[config.mk]
export PLATFORM = sky130hd
export DESIGN_NAME = q_tile_reader
export DESIGN_NICKNAME = d
export VERILOG_FILES = /design/src/rtl/q_proj_pkg.sv /design/src/rtl/q_tile_reader.sv
export SDC_FILE = /design/constraint.sdc
export NUM_CORES = 1
export LEC_CHECK = 0
export ABC_CLOCK_PERIOD_IN_PS = 18700
export BUFFER_PORTS_ARGS = -buffer_cell sky130_fd_sc_hd__buf_2
export CAP_MARGIN = 25
export CORE_AREA = 2 2 306 308
export DETAILED_ROUTE_END_ITERATION = 8
export DIE_AREA = 0 0 308 310
export PLACE_DENSITY_LB_ADDON = 0.15
export REMOVE_ABC_BUFFERS = 1
export SYNTH_ARGS = -nofsm -noshare
export SYNTH_HDL_FRONTEND = slang
export SYNTH_SLANG_ARGS = --single-unit
[constraint.sdc]
create_clock -name clk -period 18.7 [get_ports clk]
set_input_delay 0 -clock clk [delete_from_list [all_inputs] [get_ports clk]]
set_output_delay 0 -clock clk [all_outputs]
set_load 0.01 [all_outputs]
[src/rtl/q_proj_pkg.sv]
// Shared constants and types for the Q-projection output SRAM (writer and reader sides).
package q_proj_pkg;

    localparam int unsigned WORD_W     = 128;
    localparam int unsigned TILE_WORDS = 4;
    localparam int unsigned TILE_W     = 512;
    localparam int unsigned LANE_W     = 32;
    localparam int unsigned WORD_LANES = WORD_W / LANE_W;

    typedef enum logic [2:0] {
        IDLE,
        READ,
        LAST,
        PRESENT,
        DONE
    } rd_state_t;

    // True when any FP32 lane of a word has an all-ones exponent (NaN or Inf).
    function automatic logic word_has_nan(input logic [WORD_W-1:0] word);
        logic hit;
        hit = 1'b0;
        for (int unsigned i = 0; i < WORD_LANES; i++) begin
            if (word[LANE_W*i + 23 +: 8] == 8'hFF) begin
                hit = 1'b1;
            end
        end
        return hit;
    endfunction

endpackage

[src/rtl/q_tile_reader.sv]
// Reads FP32 4x4 tiles back from the Q-projection SRAM and streams them downstream.
// Optional NaN/Inf flag on captured lanes: define Q_TILE_NAN_CHECK_EN.
module q_tile_reader
    import q_proj_pkg::*;
#(
    parameter int unsigned NUM_TILES = 32,
    parameter int unsigned ADDR_W    = 7,
    parameter int unsigned BASE_ADDR = 0
) (
    input  logic                  clk,
    input  logic                  rst,
`ifdef Q_TILE_NAN_CHECK_EN
    output logic                  nan_err,
`endif
    input  logic                  start,
    output logic                  busy,
    output logic                  done,
    output logic [TILE_W-1:0]     out_tile,
    output logic                  out_valid,
    input  logic                  out_ready,
    output logic [4:0]            tile_idx,
    input  logic [WORD_W-1:0]     MEM_DOUT,
    output logic                  MEM_CEB,
    output logic                  MEM_WEN,
    output logic [ADDR_W-1:0]     MEM_ADDR,
    output logic [WORD_W-1:0]     MEM_DIN
);

    localparam int unsigned IDX_W = 5;
    localparam int unsigned W_W   = $clog2(TILE_WORDS);

    rd_state_t        state;
    logic [W_W-1:0]   w;
    logic [IDX_W-1:0] k;
    logic             capture;
    logic [W_W-1:0]   cap_slot;

    // Read data lags the issue by one cycle, so the slot being filled is always w-1
    // (w has wrapped to 0 in LAST, which makes slot 3).
    assign capture  = ((state == READ) && (w != '0)) || (state == LAST);
    assign cap_slot = w - W_W'(1);

    assign MEM_CEB = (state != READ);
    assign MEM_WEN = 1'b1;
    assign MEM_DIN = '0;

    always_ff @(posedge clk or posedge rst) begin
        if (rst) begin
            state     <= IDLE;
            w         <= '0;
            k         <= '0;
            busy      <= 1'b0;
            done      <= 1'b0;
            out_valid <= 1'b0;
            out_tile  <= '0;
            tile_idx  <= '0;
            MEM_ADDR  <= ADDR_W'(BASE_ADDR);
        end else begin
            done <= 1'b0;

            if (capture) begin
                out_tile[WORD_W*32'(cap_slot) +: WORD_W] <= MEM_DOUT;
            end

            case (state)
                IDLE: begin
                    if (start) begin
                        k        <= '0;
                        w        <= '0;
                        MEM_ADDR <= ADDR_W'(BASE_ADDR);
                        busy     <= 1'b1;
                        state    <= READ;
                    end
                end
                READ: begin
                    // Address keeps running across tiles; it wraps naturally at 2^ADDR_W.
                    MEM_ADDR <= MEM_ADDR + ADDR_W'(1);
                    w        <= w + W_W'(1);
                    if (w == W_W'(TILE_WORDS - 1)) begin
                        state <= LAST;
                    end
                end
                LAST: begin
                    out_valid <= 1'b1;
                    tile_idx  <= k;
                    state     <= PRESENT;
                end
                PRESENT: begin
                    if (out_ready) begin
                        out_valid <= 1'b0;
                        if (k < IDX_W'(NUM_TILES - 1)) begin
                            k     <= k + IDX_W'(1);
                            w     <= '0;
                            state <= READ;
                        end else begin
                            busy  <= 1'b0;
                            done  <= 1'b1;
                            state <= DONE;
                        end
                    end
                end
                DONE: begin
                    state <= IDLE;
                end
                default: begin
                    state <= IDLE;
                end
            endcase
        end
    end

`ifdef Q_TILE_NAN_CHECK_EN
    // Sticky flag, cleared only by an accepted start or reset.
    always_ff @(posedge clk or posedge rst) begin
        if (rst) begin
            nan_err <= 1'b0;
        end else if ((state == IDLE) && start) begin
            nan_err <= 1'b0;
        end else if (capture && word_has_nan(MEM_DOUT)) begin
            nan_err <= 1'b1;
        end
    end
`endif

endmodule

==> flow_summary.toml, run 1 <==
[cells_and_area]
register_area_um2 = 13440
layout.nets = 2563
mostFrequentLayoutCells = "sky130_fd_sc_hd__buf_2 (659), sky130_fd_sc_hd__dfrtp_1 (537), sky130_fd_sc_hd__a22o_1 (386)"
fillers = 9508
post_layout_nonfiller_instances = 3667
share_of_layout_cells_above_drive_strength_1_pct = 32.48
mostFrequentLayoutCell = "sky130_fd_sc_hd__buf_2"
multiInputGateArea_um2 = 6182
flow.area_growth_from_synthesis_pct = 35.78
final_cell_area_um2 = 28180

[route]
detailedRoute.firstPassIterationCount = 5
wirelength_per_cell_um = 21.15
remaining_drc_errors = 0
dr.first_iter.drc_count = 1048
routed_wirelength_um = 77550
vias_per_cell = 4.425
routed-via-count = 16230
final_antenna_net_count = 0

[clock_network]
clock-root-buffer = "sky130_fd_sc_hd__clkbuf_16"
ctsLongestPathBuffers = 3
cts_sinks = 537
cts.clk_slew.worst_paths_ps = 50
tritoncts.num_buffers = 66
ctsHtreeMaxLevel = 3
insertion_delay_ps = 600
cts_setup_buffers = 0
cts_tree = "built"

[power_and_ir_drop]
power_density_nw_per_um2 = 162.8
static_leakage_nw = 14.99
ir_worst_vdd_uv = 74.65
post-layout-total-power_mw = 4.589

[place]
gp_congestion = 0.7725
postPlaceCellArea_um2 = 24620
place.detailed.instances = 3417
detailedPlacementHpwl_um = 49580
port-buffer-count = 659
place_worst_setup_slack_ps = 15130

[sta]
maxSlewHeadroom_pct = 30.63
final-setup-viol-count = 0
fin_worst_skew_ps = 32.37
fmaxAchievable_mhz = 282.6
finalMaxSlewViolations = 0
timing_hold_violations_final = 0
total_negative_setup_slacks_ps = 0
grt_setup_unrepaired = "no"
layout_setup_ws_ps = 15160
period_minus_slack_ps = 3539
worst_pin_slew_ps = 1041
period_share_pct = 18.93

[min_path]
hold_class = "primary input to asynchronous set/reset pin"

[logic_synthesis]
synth.lib_cells_used.distinct = 40
synthCells = 1674
synth.cell_area_um2 = 20760
post_synth.cell_area_avg_um2 = 12.40
synth_top_cells_by_area = "sky130_fd_sc_hd__dfrtp_1 (65%), sky130_fd_sc_hd__a22o_1 (16%), sky130_fd_sc_hd__buf_4 (5.7%)"
yosys_warnings = 0
postSynth.asyncResetShare_pct = 100.0
netlist.top_cell.by_area = "sky130_fd_sc_hd__dfrtp_1"
yosysSeqAreaShare_pct = 64.74
yosysTopAreaCellShare_pct = 64.74
synth_edf_count = 0
dominantRegCellSynth = "sky130_fd_sc_hd__dfrtp_1"
yosys_register_bits = 537

[worst_setup_path]
r2r_end = "out_tile[233]"
start_kind = "flop"
crit_fanout = 62
cp.required_ps = 19220
critical_path_arrival_ps = 4060
endpoint_kind = "flop"
r2r_path_start = "w[0]"
worstSetupPathType = "flop to flop"
worstRegToRegCells = 7
reg2reg_setup_slack_ps = 15160

[status]
run_status = "completed"

[floorplanning]
boundary_pins = 789
floorplan.die_area_um2 = 95480
die_w_um = 308
std_cell_rows = 112
floorplan.initialDensity_pct = 22.44
die_h_um = 310
floorplan.core_area_um2 = 92490

[grt]
grt_antenna_before_repair = 0
grt-ovfl-total = 0
via_count_of_the_first_global_routing_pass = 16320
groute.usage.overall_pct = 15.65
grt_pass1_wl_um = 112700
largest_net_degree_at_the_start_of_global_routing = 160

[run]
max_cap_viol = 0
==> worst max-delay path: stages (launching register included) <==
cell                      delay (ps)
sky130_fd_sc_hd__dfrtp_1         470
sky130_fd_sc_hd__inv_1           190
sky130_fd_sc_hd__ha_1            290
sky130_fd_sc_hd__or3b_1          390
sky130_fd_sc_hd__a21oi_2         380
sky130_fd_sc_hd__and4_4          580
sky130_fd_sc_hd__buf_4           820
sky130_fd_sc_hd__a22o_1          280
==> routing by layer <==
layer	track usage [%]	wire [µm]	vias up
met3	4.223	5306	112
li1	-	-	7244
met1	19.87	32140	8276
met2	25.81	37940	595
met5	0	0	-
met4	5.071	2162	0
==> synthesized netlist by cell type, types with 6 or more instances <==
master	count
sky130_fd_sc_hd__o21ai_0	138
sky130_fd_sc_hd__mux2_2	6
sky130_fd_sc_hd__ha_1	7
sky130_fd_sc_hd__inv_1	7
sky130_fd_sc_hd__a22o_1	386
sky130_fd_sc_hd__a21oi_1	6
sky130_fd_sc_hd__dfrtp_1	537
sky130_fd_sc_hd__buf_2	17
sky130_fd_sc_hd__buf_4	158
sky130_fd_sc_hd__nand2_1	270
sky130_fd_sc_hd__clkbuf_1	80
sky130_fd_sc_hd__nor2_1	11
==> power breakdown <==
part           leakage (nW)  total [mW]  internal, mW  switching (mW)
registers              7.27        1.78          1.55           0.233
clock network          1.04        1.27         0.756           0.509
logic                  6.68        1.54         0.599           0.943
total                  15.0        4.59          2.90            1.69
==> stage by stage <==
step                hold WS, ps  utilization [%]
floorplan                 136.0                -
global placement          216.9            26.62
detailed placement        231.4            26.62
CTS                       109.5            30.32
global route              153.0            30.47
finish                    121.1            30.47
==> state kept, by name, indices dropped and copies added (netlist names) <==
name,count
done,1
state,3
w,2
k,5
out_valid,1
tile_idx,5
MEM_ADDR,7
out_tile,512
busy,1
==> final cells by class <==
type,count,share of cell area (%)
tap,1197,5.314
inverter,7,0.1199
timing repair buffer,816,17.45
clock buffer,93,6.682
antenna,1,0.008879
sequential,537,47.68
multi-input combinational,996,21.94
clock inverter,20,0.8080
==> timing repair <==
item	4_1_cts	5_1_grt
hold buffers	131	0
endpoints found under the hold margin	625	0
setup endpoints to repair	0	0
gates resized for setup	0	0
==> kinds of logic (layout without fill, tap and decap cells) <==
logic type | after synthesis | after routing | synth area share (%)
compound gates | 542 | 542 | 20.19
xor+xnor | 1 | 1 | 0.04220
fa+ha+maj | 7 | 7 | 0.4219
buf+inv | 268 | 936 | 7.951
flops | 537 | 537 | 64.74
mux | 9 | 9 | 0.4702
other cells | 2 | 130 | 0.03618
simple gates | 308 | 308 | 6.143
==> worst max-delay path by stage <==
stage	start	endpoint	slack, ps
floorplan	rst	MEM_ADDR[0]	3690
CTS	w[0]	out_tile[167]	15150
global route	w[0]	out_tile[99]	14960
detailed placement	w[0]	out_tile[233]	15130
global placement	w[0]	out_tile[147]	15180
finish	w[0]	out_tile[233]	15160
No activity file was read; power rests on OpenSTA's default activity.
==> run 2: changes to the inputs <==
ABC_CLOCK_PERIOD_IN_PS = 3000   (was 18700)
CORE_AREA = 2 2 304 306   (was 2 2 306 308)
DIE_AREA = 0 0 306 308   (was 0 0 308 310)
clock period = 3 ns   (was 18.7 ns; I/O delays follow)
==> flow_summary.toml, run 2 (synthesis results as in run 1) <==
[sta]
period_share_pct = 90.05
timing_hold_violations_final = 0
finalMaxSlewViolations = 0
fmaxAchievable_mhz = 370.2
layout_setup_ws_ps = 298.6
final-setup-viol-count = 0
grt_setup_unrepaired = "no"
worst_pin_slew_ps = 942.6
period_minus_slack_ps = 2701
hold_ws_ps = 45.87
maxSlewHeadroom_pct = 37.16
fin_worst_skew_ps = 18.02

[clock_network]
cts_hold_buf = 131
ctsLongestPathBuffers = 3
cts.clk_slew.worst_paths_ps = 60
cts_tree = "built"
tritoncts.num_buffers = 61
cts_repair_resized_insts = 0
cts_setup_buffers = 0
clock-root-buffer = "sky130_fd_sc_hd__clkbuf_16"
insertion_delay_ps = 630
ctsHtreeMaxLevel = 2
cts_sinks = 537

[cells_and_area]
largest_register = "out_tile"
largest_reg_flops = 512
mostFrequentLayoutCells = "sky130_fd_sc_hd__buf_2 (659), sky130_fd_sc_hd__dfrtp_1 (537), sky130_fd_sc_hd__a22o_1 (386)"
share_of_layout_cells_above_drive_strength_1_pct = 34.08
post_layout_nonfiller_instances = 3702
top_regs = "out_tile: 512 flops, MEM_ADDR: 7 flops"
layout.nets = 2601
mostFrequentLayoutCell = "sky130_fd_sc_hd__buf_2"
flow.area_growth_from_synthesis_pct = 38.89

[power_and_ir_drop]
power_density_nw_per_um2 = 1014
ir_worst_vdd_uv = 596.6
static_leakage_nw = 15.34

[worst_setup_path]
start_kind = "flop"
endpoint_kind = "flop"
cp.required_ps = 3560
worstSetupPathType = "flop to flop"
crit_fanout = 31
critical_path_arrival_ps = 3260

[place]
detailedPlacementHpwl_um = 52750
port-buffer-count = 659
place_worst_setup_slack_ps = 332.8
gp_congestion = 0.7980
place.detailed.instances = 3454

[route]
wirelength_per_cell_um = 20.93
final_antenna_net_count = 0
routed_wirelength_um = 77470
detailedRoute.firstPassIterationCount = 6
routed-via-count = 16430
remaining_drc_errors = 0
dr.first_iter.drc_count = 911
vias_per_cell = 4.439

[floorplanning]
die_w_um = 306
floorplan.die_area_um2 = 94250
floorplan.initialDensity_pct = 22.82
boundary_pins = 789
std_cell_rows = 111
floorplan.core_area_um2 = 90970
die_h_um = 308

[grt]
groute.usage.overall_pct = 15.79
grt_pass1_wl_um = 114200
largest_net_degree_at_the_start_of_global_routing = 129
grt-ovfl-total = 0
via_count_of_the_first_global_routing_pass = 16890
grt_antenna_before_repair = 1

[status]
run_status = "completed"

[min_path]
hold_class = "primary input to asynchronous set/reset pin"

[run]
max_cap_viol = 0
[run 2: critical path: stages, from the launching register on]
cell	delay, ps
sky130_fd_sc_hd__dfrtp_1	480
sky130_fd_sc_hd__inv_1	200
sky130_fd_sc_hd__ha_1	280
sky130_fd_sc_hd__or3b_1	390
sky130_fd_sc_hd__and2_1	210
sky130_fd_sc_hd__nor4_4	310
sky130_fd_sc_hd__buf_12	290
sky130_fd_sc_hd__buf_12	250
sky130_fd_sc_hd__a22o_1	180
[run 2: area by class of cell]
class / count / area, µm²
multi-input cells: 996 / 6182
inverters: 7 / 33.78
clock inverters: 21 / 294.0
fillers: 9306 / 62140
flip-flops and latches: 537 / 13440
well taps: 1186 / 1484
diodes: 1 / 2.502
repair buffers: 859 / 5428
clock buffers: 95 / 1967
[run 2: worst paths after layout]
check,start,to,slack [ps],cells past startpoint
worst max-delay path,w[0],out_tile[345],300,8
worst min-delay path,rst,out_tile[444],50,3
worst max register to register,w[0],out_tile[345],300,8
worst min register to register,MEM_ADDR[6],MEM_ADDR[6],470,1
max in group asynchronous,rst,out_tile[227],1950,4
min in group clk,MEM_DOUT[4],out_tile[132],180,3
[run 2: where the power goes]
group / total [mW] / internal [mW] / switching, mW
clock: 8.24 / 5.09 / 3.16
sequential: 11.1 / 9.65 / 1.46
combinational: 9.89 / 3.95 / 5.94
[run 2: layer usage]
metal  GRT usage (%)  vias up  wire length [µm]
met3           3.608      132              4581
met5               0        -                 0
met4           5.625        0              2536
met1           19.85     8360             32170
met2           26.54      615             38170
li1                -     7327                 -
[run 2: through the flow]
step	total power [mW]	util (%)	setup TNS [ps]	cell area (µm²)
6_report	29.24	31.69	0	28830
5_1_grt	30.90	31.69	0	28830
4_1_cts	29.63	31.69	0	28830
3_5_place_dp	21.07	27.76	0	25250
3_3_place_gp	20.99	27.76	0	25250
2_1_floorplan	15.45	-	-7676540	19610
==> run 3: changes to the inputs <==
CTS_CLUSTER_SIZE = 24   (was unset)
GPL_TIMING_DRIVEN = 0   (was unset)
SKIP_LAST_GASP = 1   (was unset)
==> flow_summary.toml, run 3 (synthesis results as in run 1) <==
[route]
vias_per_cell = 4.448
final_antenna_net_count = 0
routed-via-count = 16420
dr.first_iter.drc_count = 1003
detailedRoute.firstPassIterationCount = 5
remaining_drc_errors = 0
wirelength_per_cell_um = 21.02
routed_wirelength_um = 77610

[grt]
groute.usage.overall_pct = 15.94
grt_pass1_wl_um = 115100
grt_antenna_before_repair = 1
via_count_of_the_first_global_routing_pass = 16980
largest_net_degree_at_the_start_of_global_routing = 129
grt-ovfl-total = 0

[place]
place_worst_setup_slack_ps = -674.2
detailedPlacementHpwl_um = 52650
port-buffer-count = 659
gp_congestion = 0.7585

[floorplanning]
floorplan.core_area_um2 = 90970
die_w_um = 306
std_cell_rows = 111
die_h_um = 308
floorplan.initialDensity_pct = 22.82
floorplan.die_area_um2 = 94250
boundary_pins = 789

[worst_setup_path]
endpoint = "out_tile[459]"
reg2reg_setup_slack_ps = 120
worstRegToRegCells = 13
start_kind = "flop"
crit_fanout = 12
r2r_path_start = "w[0]"
setup.worst_path.start = "w[0]"
r2r_end = "out_tile[459]"
worstSetupPathType = "flop to flop"
critical_path_arrival_ps = 3400
endpoint_kind = "flop"
cp.required_ps = 3520

[clock_network]
ctsLongestPathBuffers = 3
cts.clk_slew.worst_paths_ps = 60
cts_tree = "built"
tritoncts.num_buffers = 66
insertion_delay_ps = 600
ctsHtreeMaxLevel = 3
cts_sinks = 537
clock-root-buffer = "sky130_fd_sc_hd__clkbuf_16"

[min_path]
timing.hold.worst_path_depth = 3
hold_class = "primary input to flop"

[sta]
fmaxAchievable_mhz = 347.2
maxSlewHeadroom_pct = 48.44
final-setup-viol-count = 0
worst_pin_slew_ps = 773.4
finalMaxSlewViolations = 0
grt_setup_unrepaired = "yes"
layout_setup_ws_ps = 120.1
timing_hold_violations_final = 0
period_share_pct = 96.00
fin_worst_skew_ps = 22.02
period_minus_slack_ps = 2880

[run]
max_cap_viol = 0

[cells_and_area]
flow.area_growth_from_synthesis_pct = 39.04
final_util_pct = 31.73
share_of_layout_cells_above_drive_strength_1_pct = 33.44
mostFrequentLayoutCells = "sky130_fd_sc_hd__buf_2 (659), sky130_fd_sc_hd__dfrtp_1 (536), sky130_fd_sc_hd__a22o_1 (386)"
mostFrequentLayoutCell = "sky130_fd_sc_hd__buf_2"
largest_reg_flops = 512
top_regs = "out_tile: 512 flops, MEM_ADDR: 7 flops"
largest_register = "out_tile"
antenna-diode-count = 0
layout.nets = 2598

[power_and_ir_drop]
power_density_nw_per_um2 = 1018
ir_worst_vdd_uv = 419.1
static_leakage_nw = 15.31

[status]
run_status = "completed"
==> run 3: changes by cell type in the layout (fill, tap and decap cells not counted), moves of 3 or more <==
cell                        change
sky130_fd_sc_hd__clkbuf_16      +6
sky130_fd_sc_hd__clkinv_4       +3
sky130_fd_sc_hd__buf_12        -24
sky130_fd_sc_hd__buf_16        +15
sky130_fd_sc_hd__buf_6         +30
sky130_fd_sc_hd__bufinv_16      -3
sky130_fd_sc_hd__clkbuf_1      +11
sky130_fd_sc_hd__buf_8          +9
sky130_fd_sc_hd__buf_4         -40
sky130_fd_sc_hd__clkbuf_8      -21
==> run 3: cell type report <==
cell class / instances / area (µm²)
well taps: 1186 / 1484
inverters: 7 / 33.78
fillers: 9359 / 62110
clock buffers: 91 / 1869
repair buffers: 850 / 5543
multi-input cells: 997 / 6208
flip-flops and latches: 537 / 13440
clock inverters: 24 / 282.8
==> run 3: how the worst min path moves through the flow <==
| stage | from | endpoint | slack [ps] |
|---|---|---|---|
| after global placement | MEM_DOUT[36] | out_tile[292] | 270 |
| after CTS | MEM_DOUT[36] | out_tile[164] | 160 |
| after global routing | MEM_DOUT[36] | out_tile[292] | 190 |
| final | MEM_DOUT[22] | out_tile[278] | 210 |
| after floorplan | MEM_DOUT[0] | out_tile[384] | 140 |
| after detailed placement | rst | out_tile[422] | 110 |
==> run 3: per-layer routing <==
layer	up-vias	wire [µm]	GRT usage, %
met5	-	0	0
met1	8369	31980	19.74
met2	615	38230	26.92
li1	7326	-	-
met4	0	2340	5.361
met3	113	5056	4.123
==> run 3: power by group <==
part / internal (mW) / leakage [nW] / switching [mW] / total, mW
logic: 4.18 / 6.99 / 6.17 / 10.3
clock network: 4.74 / 1.06 / 3.27 / 8.01
registers: 9.65 / 7.26 / 1.37 / 11.0
==> run 3: repair_timing <==
item,4_1_cts,5_1_grt
hold buffers,132,0
cloned,1,0
pin swaps,4,0
resized for setup,3,1
setup buffers,5,0
endpoints found under the hold margin,596,0
setup endpoints to repair,266,18
==> run 3: through the flow <==
step           hold slack (ps)  instances  power [mW]  setup TNS (ps)  cell area, µm²
2_1_floorplan            136.0       1540       15.45        -7676540           19610
3_3_place_gp             273.3       3385       20.88               -           24390
3_5_place_dp             107.5       3439       21.32          -50120           25320
4_1_cts                  157.5       3692       29.83               0           28860
5_1_grt                  194.0       3692       31.14          -163.3           28860
6_report                 210.4       3692       29.37               0           28860
==> run 3: critical path, cell delays in order (launching register included) <==
cell	delay, ps
sky130_fd_sc_hd__dfrtp_2	400
sky130_fd_sc_hd__inv_1	200
sky130_fd_sc_hd__ha_2	390
sky130_fd_sc_hd__nor3_4	220
sky130_fd_sc_hd__buf_6	160
sky130_fd_sc_hd__buf_6	160
sky130_fd_sc_hd__buf_6	190
sky130_fd_sc_hd__buf_6	190
sky130_fd_sc_hd__buf_6	180
sky130_fd_sc_hd__buf_6	170
sky130_fd_sc_hd__buf_6	160
sky130_fd_sc_hd__buf_6	150
sky130_fd_sc_hd__nand2_1	60
sky130_fd_sc_hd__o21ai_0	140
